===== src/rtl/aes_host_driver.sv =====
// rtl/aes_host_driver.sv - host-side dword sequencer for the aes core
module aes_host_driver #(
    parameter int unsigned DONE_TIMEOUT = 64,
    parameter int unsigned READ_LAT     = 2
) (
    input  logic         clk,
    input  logic         reset,
    input  logic         req_valid,
    output logic         req_ready,
    input  logic [127:0] req_plaintext,
    input  logic [127:0] req_key,
    output logic         rsp_valid,
    input  logic         rsp_ready,
    output logic [127:0] rsp_ciphertext,
    output logic         rsp_timeout,
    output logic         busy,
    output logic         aes_start_n,
    output logic         aes_start_read_n,
    output logic [31:0]  aes_dword_in,
    input  logic [31:0]  aes_dword_out,
    input  logic         aes_done
);

    // One counter serves the load index, the done wait and the read phases.
    localparam int unsigned CW_RAW = $clog2(DONE_TIMEOUT + READ_LAT + 1);
    localparam int unsigned CW     = (CW_RAW > 4) ? CW_RAW : 4;

    typedef enum logic [2:0] {
        S_IDLE,
        S_LOAD,
        S_WAIT_DONE,
        S_RD_PULSE,
        S_RD_WAIT,
        S_CAPTURE,
        S_RESP
    } state_t;

    state_t          state_q;
    logic [CW-1:0]   cnt_q;
    logic [127:0]    pt_q;
    logic [127:0]    key_q;
    logic [127:0]    ct_q;
    logic            req_ready_q;
    logic            rsp_valid_q;
    logic            rsp_timeout_q;
    logic            busy_q;
    logic            start_n_q;
    logic            start_read_n_q;
    logic [31:0]     dword_q;
    logic [31:0]     load_word_d;

    // Dword presented in load slot idx; slots 0 and 1 both carry the first plaintext word.
    function automatic logic [31:0] load_word(input logic [127:0] p, input logic [127:0] k,
                                              input logic [3:0] idx);
        logic [31:0] w;
        case (idx)
            4'd0, 4'd1: w = p[127:96];
            4'd2:       w = p[95:64];
            4'd3:       w = p[63:32];
            4'd4:       w = p[31:0];
            4'd5:       w = k[127:96];
            4'd6:       w = k[95:64];
            4'd7:       w = k[63:32];
            default:    w = k[31:0];
        endcase
        return w;
    endfunction

    // Next load dword: slot 0 comes straight from the request, later slots from the latched block.
    always_comb begin
        load_word_d = 32'd0;
        if (state_q == S_IDLE) begin
            load_word_d = load_word(req_plaintext, req_key, 4'd0);
        end else begin
            load_word_d = load_word(pt_q, key_q, 4'(cnt_q) + 4'd1);
        end
    end

    // Main sequencer: every output is a register updated here.
    always_ff @(posedge clk or posedge reset) begin
        if (reset) begin
            state_q        <= S_IDLE;
            cnt_q          <= '0;
            pt_q           <= '0;
            key_q          <= '0;
            ct_q           <= '0;
            req_ready_q    <= 1'b0;
            rsp_valid_q    <= 1'b0;
            rsp_timeout_q  <= 1'b0;
            busy_q         <= 1'b0;
            start_n_q      <= 1'b1;
            start_read_n_q <= 1'b1;
            dword_q        <= '0;
        end else begin
            case (state_q)
                S_IDLE: begin
                    if (!req_ready_q) begin
                        req_ready_q <= 1'b1;
                    end else if (req_valid) begin
                        req_ready_q <= 1'b0;
                        busy_q      <= 1'b1;
                        pt_q        <= req_plaintext;
                        key_q       <= req_key;
                        start_n_q   <= 1'b0;
                        dword_q     <= load_word_d;
                        cnt_q       <= '0;
                        state_q     <= S_LOAD;
                    end
                end
                S_LOAD: begin
                    start_n_q <= 1'b1;
                    if (cnt_q == CW'(8)) begin
                        dword_q <= '0;
                        cnt_q   <= '0;
                        state_q <= S_WAIT_DONE;
                    end else begin
                        dword_q <= load_word_d;
                        cnt_q   <= cnt_q + 1'b1;
                    end
                end
                S_WAIT_DONE: begin
                    if (aes_done) begin
                        start_read_n_q <= 1'b0;
                        state_q        <= S_RD_PULSE;
                    end else if (cnt_q == CW'(DONE_TIMEOUT - 1)) begin
                        ct_q          <= '0;
                        rsp_timeout_q <= 1'b1;
                        rsp_valid_q   <= 1'b1;
                        state_q       <= S_RESP;
                    end else begin
                        cnt_q <= cnt_q + 1'b1;
                    end
                end
                S_RD_PULSE: begin
                    // cnt_q now counts edges since the core sampled start_read_n.
                    start_read_n_q <= 1'b1;
                    cnt_q          <= CW'(1);
                    state_q        <= S_RD_WAIT;
                end
                S_RD_WAIT: begin
                    if (cnt_q == CW'(READ_LAT)) begin
                        ct_q    <= {ct_q[95:0], aes_dword_out};
                        cnt_q   <= CW'(1);
                        state_q <= S_CAPTURE;
                    end else begin
                        cnt_q <= cnt_q + 1'b1;
                    end
                end
                S_CAPTURE: begin
                    // Shifting left leaves the first dword read in [127:96].
                    ct_q <= {ct_q[95:0], aes_dword_out};
                    if (cnt_q == CW'(3)) begin
                        rsp_valid_q <= 1'b1;
                        state_q     <= S_RESP;
                    end else begin
                        cnt_q <= cnt_q + 1'b1;
                    end
                end
                S_RESP: begin
                    if (rsp_ready) begin
                        rsp_valid_q   <= 1'b0;
                        rsp_timeout_q <= 1'b0;
                        busy_q        <= 1'b0;
                        req_ready_q   <= 1'b1;
                        state_q       <= S_IDLE;
                    end
                end
                default: begin
                    state_q <= S_IDLE;
                end
            endcase
        end
    end

    assign req_ready        = req_ready_q;
    assign rsp_valid        = rsp_valid_q;
    assign rsp_ciphertext   = ct_q;
    assign rsp_timeout      = rsp_timeout_q;
    assign busy             = busy_q;
    assign aes_start_n      = start_n_q;
    assign aes_start_read_n = start_read_n_q;
    assign aes_dword_in     = dword_q;

endmodule

===== config.mk =====
export PLATFORM = sky130hd
export DESIGN_NAME = aes_host_driver
export DESIGN_NICKNAME = d
export VERILOG_FILES = /design/src/rtl/aes_host_driver.sv
export SDC_FILE = /design/constraint.sdc
export NUM_CORES = 1
export LEC_CHECK = 0
export CAP_MARGIN = 0
export CORE_MARGIN = 4
export CORE_UTILIZATION = 50
export DETAILED_ROUTE_END_ITERATION = 12
export PLACE_DENSITY = 0.8
export SLEW_MARGIN = 25
export SYNTH_ARGS = -nofsm -noshare
export SYNTH_HDL_FRONTEND = slang
export SYNTH_SLANG_ARGS = --single-unit
export TNS_END_PERCENT = 5

===== constraint.sdc =====
create_clock -name clk -period 18.83 [get_ports clk]
set_input_delay 1.883 -clock clk [delete_from_list [all_inputs] [get_ports clk]]
set_output_delay 1.883 -clock clk [all_outputs]
set_load 0.05 [all_outputs]

==> results of run 1 <==
how the worst max path moves through the flow:
stage / startpoint / end / depth (start not counted)
floorplan: reset / aes_dword_in[0]$_DFFE_PP0P_ / 1
global placement: reset / rsp_ciphertext[27]$_DFFE_PP0P_ / 4
global route: aes_done / rsp_ciphertext[5]$_DFFE_PP0P_ / 7
finish: aes_done / rsp_ciphertext[32]$_DFFE_PP0P_ / 7
detailed placement: reset / rsp_ciphertext[116]$_DFFE_PP0P_ / 4
CTS: reset / rsp_ciphertext[6]$_DFFE_PP0P_ / 4
worst min-delay path: stages (launching register included):
cell and delay [ps]:
dfstp_2 370, nand2_1 50, nand2_1 50
synth_stat cells (7+ instances only):
| master | n | area [um2] |
|---|---|---|
| nand2_1 | 1113 | 4180 |
| dfrtp_1 | 430 | 10800 |
| o21ai_0 | 139 | 696 |
| clkbuf_1 | 122 | 458 |
| a22oi_1 | 51 | 383 |
| o21ai_1 | 46 | 230 |
| buf_2 | 29 | 145 |
| a21oi_1 | 24 | 120 |
| a221oi_1 | 23 | 201 |
| a22o_1 | 22 | 193 |
| a222oi_1 | 19 | 190 |
| a21o_1 | 18 | 135 |
| a32oi_1 | 18 | 158 |
| nand3_1 | 17 | 85.1 |
| nand4_1 | 14 | 87.6 |
| nor2_1 | 14 | 52.6 |
| a2bb2oi_1 | 11 | 96.3 |
| and3_1 | 11 | 68.8 |
| a31oi_1 | 9 | 56.3 |
| a211oi_1 | 8 | 60.1 |
| a32o_1 | 8 | 80.1 |
| inv_1 | 8 | 30.0 |
| nor3_1 | 8 | 40.0 |
| a2111oi_0 | 7 | 61.3 |
| buf_6 | 7 | 78.8 |
power by group through the flow:
stage	clock (mW)	sequential, mW	combinational (mW)
floorplan	0	2.15	1.04
global placement	0	1.68	2.29
detailed placement	0	1.70	2.35
CTS	0.952	1.69	2.37
global route	0.993	1.75	2.56
finish	0.944	1.70	2.39
routing by layer:
metal | track usage [%] | part of all wire [%] | vias up
met5 | 0 | 0.11 | -
met3 | 8.04 | 11 | 224
met4 | 14.7 | 4.5 | 12
met2 | 51.1 | 47 | 1044
met1 | 41.4 | 38 | 8975
li1 | - | - | 8339
cell families (layout without fill, tap and decap cells):
| group | count (synthesis) | count (layout) | share of synthesized area, % |
|---|---|---|---|
| other | 0 | 13 | 0 |
| adder cells (fa/ha/maj) | 6 | 6 | 0.387 |
| buffers and inverters | 171 | 576 | 3.77 |
| flip-flops | 432 | 432 | 55.8 |
| AO/OA/AOI/OAI | 440 | 440 | 15.3 |
| AND/OR/NAND/NOR | 1211 | 1211 | 24.5 |
| multiplexers | 4 | 4 | 0.232 |
final cells by class:
type | instances | area [um2] | share of cell area, %
Antenna cell | 13 | 32.5 | 0.126
Clock buffer | 62 | 1300 | 5.04
Clock inverter | 22 | 277 | 1.07
Inverter | 9 | 41.3 | 0.160
Multi-Input combinational cell | 1661 | 7930 | 30.7
Sequential cell | 432 | 10800 | 41.8
Tap cell | 511 | 639 | 2.47
Timing Repair Buffer | 483 | 4820 | 18.7
per-stage QoR:
step | power [mW] | util, %
after floorplan | 3.20 | -
after global placement | 3.97 | 63.8
after detailed placement | 4.05 | 63.8
after CTS | 5.01 | 68.0
after global routing | 5.30 | 68.1
final | 5.04 | 68.2
sequential cells by signal, indices dropped and copies added, names as in the netlist:
name	cells
key_q	128
pt_q	128
rsp_ciphertext	128
aes_dword_in	32
cnt_q	7
state_q	3
aes_start_n	1
aes_start_read_n	1
busy	1
req_ready	1
rsp_timeout	1
rsp_valid	1
placed cells by master, fill, tap and decap left out, drive strengths merged, types with 14 or more instances in the layout:
cell,netlist,layout
a22oi,51,51
a222oi,19,19
dfrtp,430,430
a22o,22,22
a221oi,23,23
clkinv,1,14
a21oi,24,24
clkbuf,122,62
nand2,1113,1113
a32oi,18,18
clkdlybuf4s50,0,458
a21o,18,18
o21ai,185,185
nor2,15,15
buf,40,25
nand4,14,14
nand3,17,17
==> out/summary.md, run 1 <==
For the number of cells produced by synthesis, the log shows 2264. The slew at the pin closest to its max-slew limit is 1090 ps. The initialized floorplan defines 71 standard-cell rows. Across all setup checks in the final design, the least slack found is 14640 ps. Flip-flop and latch count after synthesis: 432. Among all flip-flop cells after synthesis, the most frequent one is dfrtp_1. Summing over every cut layer, the via total after detailed routing is 18594.

The die outline height came out at 205 um. After synthesis, the share of flip-flops with an asynchronous set or reset is 100%. The worst register-to-register path has a depth of 8. Hold is met by 465 ps. The tools report the launch instance of the worst min-delay path as aes_start_n$_DFFE_PP1P_. The total power divided by cell area was 195 mW/mm2; the total setup buffers inserted after CTS was 0. STA classifies the critical path endpoint as a register.

Summed over all layers, the global routing overflow is 0. The tools report the normalized max-slew margin as 27.5%. The pre-antenna-repair detailed-routing pass consisted of 6 iterations. The finished layout holds 3193 standard cells, fillers aside. The cell-internal power came out at 2.70 mW. In this run the count of I/O pins placed on the die edge is 459. The total area inside the core boundary comes to 0.0379 mm2. The combinational fraction of design power is 47.5%, and the die boundary width is 205 um. The first global-routing pass estimated 104 mm of wire. After synthesis, flip-flops and latches occupy 55.8% of the total area. The Yosys step of the flow raised 0 warnings. The clock edge transition at the registers on the reported setup and hold paths is 60 ps, and the number of global-route vias before repair is 18185.

Clock tree synthesis inserted a total of 46 buffers. In this run the number of H-tree levels came out at 2. After detailed routing, the average wire length per cell comes to 21.9 um. The run gives 13670 ps as the worst-case setup slack after placement. The area added between synthesis and finish is 33.4%.

The run gives 0 as the final hold violation count. The family of cells with the greatest summed delay on the critical path was buffers and inverters. The later pin in the worst-skew pair is clocked with a latency of 560 ps. The post-synth net total was 2563; the synthesized area per cell was 8.56 um2. With fillers left out, the area of the finished cells amounts to 0.0259 mm2.

In this run the critical register-to-register path is captured at aes_dword_in[8]$_DFFE_PP0P_. Yosys mapped a number of flops with a built-in enable equal to 0. Routability-driven placement finished with a final weighted congestion of 0.925. Total number of clock tree sinks: 432. The ratio of cells with drive above 1 in the final layout was 4.83%; the final period demand of the worst path was 4190 ps. The tools report the cell at the root of the clock tree as clkbuf_16. Number of buffers and inverters on the critical path: 3. The tools report the worst setup skew after layout as 17.8 ps. Entering global routing, the biggest net connects 235 pins. The run finished with clean final reports. The logs give 3095 for the number of cells in the design after placement and 0 for the post-cts hold buffer count. Summing every instance area after synthesis gives 0.0194 mm2. In the finished design, the share of the clock period the worst path needs comes to 22.3%. Data on the critical path is required at its endpoint by 19210 ps. The relative contribution of sequential cells to total power is 33.8%.

Max-cap violations in this run came to 0. The count of buffers inserted at the top-level ports is 458. For this run, the total global-route usage over all layers was measured as 32.0%. The detailed router finished its first iteration with 2225 violations. Derived from the worst setup path, the maximum achievable clock frequency is 238 MHz. TritonCTS built the clock tree.

The die covers 0.0420 mm2. Walking the worst path, the cells encountered are clkdlybuf4s50_1 > nor3_1 > nand2_1 > o31a_2 > buf_4 > buf_6 > o21ai_0. The kind of critical path was in -> reg.

The tools report the reg-to-reg startpoint as cnt_q[1]$_DFFE_PP0P_. The area of placed instances was 0.0242 mm2; the aggregate routed wire length was 69.8 mm. Setup repair after global routing left no endpoint under its margin. The switching part of the total power was 46.4%; the total negative slack for setup checks was 0 ps. The maximum fanout count along the critical path was 140. STA classifies the critical path startpoint as an input pin.

The type of the tightest min-delay check is reg -> reg. The logs give 61 for the number of distinct library cells after synthesis and 3 for the buffer depth of the longest clock path. The run gives 11.9 nW as the static leakage power. Dividing the detail-routed via count by the number of cells gives 5.82.

The path with the worst hold slack has its endpoint at aes_start_n$_DFFE_PP1P_. Gates resized during post-CTS repair numbered 0. Cell type of the slowest stage on the worst timing path: buf_4.

The clock network burns 18.7% of the power. The worst-case IR drop observed on VDD is 0.106 mV. For the effective utilization at floorplan, the log shows 51.1%. The half-perimeter wire length after placement is 47.6 mm, and the initial antenna violation count is 16.

The worst stage delay on the critical path came out at 720 ps. The analysis attributes to net switching a power of 2.34 mW. The number of filler cells placed in the layout was 3003.

The logs give 15090 ps for the minimum setup slack among reg-to-reg paths and 0 for the number of nets still failing antenna checks after routing. Setup violations remaining at the end of the flow were counted as 0. For this run, design rule violations remaining after detail routing come to 0. At the worst endpoint, the arrival time is 4580 ps. The count of pins over their slew limit is 0, and the number of cells on the worst hold path is 2. For this run, the post-layout net count is 2932.
Power figures use the tool's default switching activity.
==> inputs of run 2 (changes only) <==
Settings changed: CORE_UTILIZATION 50 to 45, PLACE_DENSITY 0.8 to 0.76.
Clock period 18.83 ns to 3.4 ns, I/O delays scaled along.
==> out/summary.md, run 2 (synthesis results as in run 1) <==
The global-route wire length before repair was 110 mm (was 104 mm); the post-detailed-route via-to-cell ratio was 5.75 (was 5.82). The run finished with clean final reports. The run gives 3590 ps (was 4580 ps) as the data arrival time of the worst path. Number of filler cells placed in the layout: 3491 (was 3003). The total of max-cap violations came out at 0 (unchanged). The die outline height works out to 216 um (was 205 um).

The clock network power share came out at 18.8% (was 18.7%). The logs give 2955 (was 2932) for the net count reported at finish and 0 ps (unchanged) for the total negative slack for setup checks. The normalized max-slew margin is 26.1% (was 27.5%). The tools report the buffer depth of the longest clock path as 3 (unchanged). The launching element type of the critical path was a register (was an input pin).

The kind of critical path was reg -> reg (was in -> reg). The final RePlAce weighted congestion was 0.952 (was 0.925). The cell type of the slowest stage on the worst timing path was ha_1 (was buf_4). Depth of the worst register-to-register path: 7 (was 8). Most frequent cells in the layout: nand2_1 (1113), clkdlybuf4s50_1 (458), dfrtp_1 (430) (unchanged).

For the area of placed instances, the log shows 0.0246 mm2 (was 0.0242 mm2). The tools report the reg-to-reg startpoint as cnt_q[0]$_DFFE_PP0P_ (was cnt_q[1]$_DFFE_PP0P_). The maximum fanout count along the critical path was 20 (was 140). The effective utilization at floorplan is 45.9% (was 51.1%). The clock latency at the later pin of the worst-skew pair was 580 ps (was 560 ps). The clock edge transition at the registers on the reported setup and hold paths is 70 ps (was 60 ps). The tools report the origin of the worst setup path as cnt_q[0]$_DFFE_PP0P_ (was aes_done). The leading cell type in the layout, fill and taps excluded is nand2_1 (unchanged). The post-route DRC violation count came out at 0 (unchanged). The type of the tightest min-delay check was in -> async (was reg -> reg). The run gives 6 (was 16) as the initial antenna violation count. The count of pins over their slew limit is 0 (unchanged), and the worst-case setup slack after placement is 375 ps (was 13670 ps).

Total routing resource utilization after global routing: 30.2% (was 32.0%). Setup repair after global routing left no endpoint under its margin. The number of iterations in the first detailed-routing pass is 10 (was 6), and the global-route congestion overflow total is 0 (unchanged). The logs give 13.1 mW (was 2.34 mW) for the reported net switching power and 0 (unchanged) for the post-cts sizing count. The worst vdd rail ir drop is 0.548 mV (was 0.106 mV), and the final hold violation count is 0 (unchanged).

Total power: 28.5 mW (was 5.04 mW). The standard cell core area was 0.0422 mm2 (was 0.0379 mm2). The tools report the cell-internal power as 15.3 mW (was 2.70 mW).

The worst setup skew after layout was 13.9 ps (was 17.8 ps); the number of rows in the core area was 75 (was 71). The logs give 3235 (was 3193) for the final standard cell count with taps included and fillers excluded and 18587 (was 18594) for the number of vias in the routed layout. The slew at the pin closest to its max-slew limit is 1110 ps (was 1090 ps), and the static leakage power is 12.1 nW (was 11.9 nW). The die boundary width is 216 um (was 205 um). The post-cts hold buffer count was 0 (unchanged); the ratio of cells with drive above 1 in the final layout was 5.61% (was 4.83%). The detailed-route wire length per cell was 22.2 um (was 21.9 um); the worst stage delay on the critical path was 610 ps (was 720 ps). The half-perimeter wire length after placement is 51.6 mm (was 47.6 mm). Maximum number of pins on one net before global-route repair: 258 (was 235). The total setup buffers inserted after CTS came out at 0 (unchanged).

Cell at the root of the clock tree: clkbuf_16 (unchanged). The initial DRC count was 2742 (was 2225); the combinational fraction of design power was 47.5% (about the same). Cell breakdown of the critical path: ha_1 > inv_1 > and3_1 > a31o_2 > a32oi_1 > nand4_1 > a22o_1 (was clkdlybuf4s50_1 > nor3_1 > nand2_1 > o31a_2 > buf_4 > buf_6 > o21ai_0). The final critical path takes up 92.2% of the cycle. Total number of clock tree sinks: 432 (unchanged). The count of buffers inserted at the top-level ports is 458 (unchanged). Number of nets still failing antenna checks after routing: 0 (unchanged).

The relative contribution of sequential cells to total power came out at 33.7% (was 33.8%). The endpoint required time on the critical path was 3860 ps (was 19210 ps); the top-level port count was 459 (unchanged). The run gives 2 (unchanged) as the maximum level of the CTS H-tree. The die area was 0.0465 mm2 (was 0.0420 mm2). The total power divided by cell area was 1080 mW/mm2 (was 195 mW/mm2). The switching part of the total power was 46.2% (was 46.4%).

For the number of global-route vias before repair, the log shows 18292 (was 18185). The run gives 264 ps (was 14640 ps) as the worst setup margin. The kind of end point of the critical path is a register (unchanged). The number of cells in the design after placement came out at 3146 (was 3095). The final period demand of the worst path came out at 3140 ps.

Area of all placed cells without fillers: 0.0262 mm2 (was 0.0259 mm2). The tools report the aggregate routed wire length as 72.0 mm (was 69.8 mm). TritonCTS built the clock tree. Final setup violation count: 0 (unchanged).

The area added between synthesis and finish works out to 35.4% (was 33.4%). Based on the critical path, the design can be clocked at up to 319 MHz. The TritonCTS buffer count was 45 (was 46).
## run 2: changes by cell type in the layout (fill, tap and decap cells not counted), moves of 2 or more
cell and change:
inv_6 +2, clkbuf_16 -2, buf_6 -5, buf_12 +14, clkinv_2 -6, diode_2 -9
clkbuf_8 +5, buf_4 +14
## run 2: critical path: cells and delay by family, from the launching register on
kind | cells | cell delay, ps
simple gates | 2 | 720
fa+ha+maj | 1 | 610
compound gates | 3 | 900
flops | 1 | 520
buf+inv | 1 | 260
## run 2: area by class of cell
cell class,instances,area (um2),share of cell area (%)
sequential,432,10800,41.2
multi-input combinational,1661,7930,30.2
timing repair buffer,507,5180,19.7
clock buffer,65,1320,5.03
tap,539,674,2.57
clock inverter,18,285,1.09
inverter,9,37.5,0.143
antenna,4,10.0,0.0381
## run 2: through the flow
step	utilization (%)	hold WS [ps]
finish	62.2	232
global route	62.2	264
CTS	62.0	234
detailed placement	58.2	457
global placement	58.2	452
floorplan	-	437
## run 2: power groups by stage
stage | sequential [mW] | clock (mW) | combinational, mW
3_3_place_gp | 9.54 | 0 | 13.1
3_5_place_dp | 9.59 | 0 | 13.3
5_1_grt | 9.81 | 5.64 | 14.5
4_1_cts | 9.52 | 5.42 | 13.4
6_report | 9.60 | 5.35 | 13.5
2_1_floorplan | 11.9 | 0 | 5.77
## run 2: final timing paths
check                                                to  slack (ps)
min reg2reg                     aes_start_n$_DFFE_PP1P_         460
max reg2reg                aes_dword_in[18]$_DFFE_PP0P_         260
max                        aes_dword_in[18]$_DFFE_PP0P_         260
max in group asynchronous          pt_q[15]$_DFFE_PP0P_        2340
min                               key_q[51]$_DFFE_PP0P_         230
min in group clk                   pt_q[95]$_DFFE_PP0P_         280
## run 2: routing by layer
metal / track usage [%] / routed length [um] / part of all wire [%] / vias up
li1: - / - / - / 8375
met4: 10.2 / 2650 / 3.7 / 6
met2: 47.3 / 33000 / 46 / 1096
met3: 8.64 / 7530 / 10 / 189
met1: 40.6 / 28800 / 40 / 8921
met5: 0 / 34 / 0.047 / -
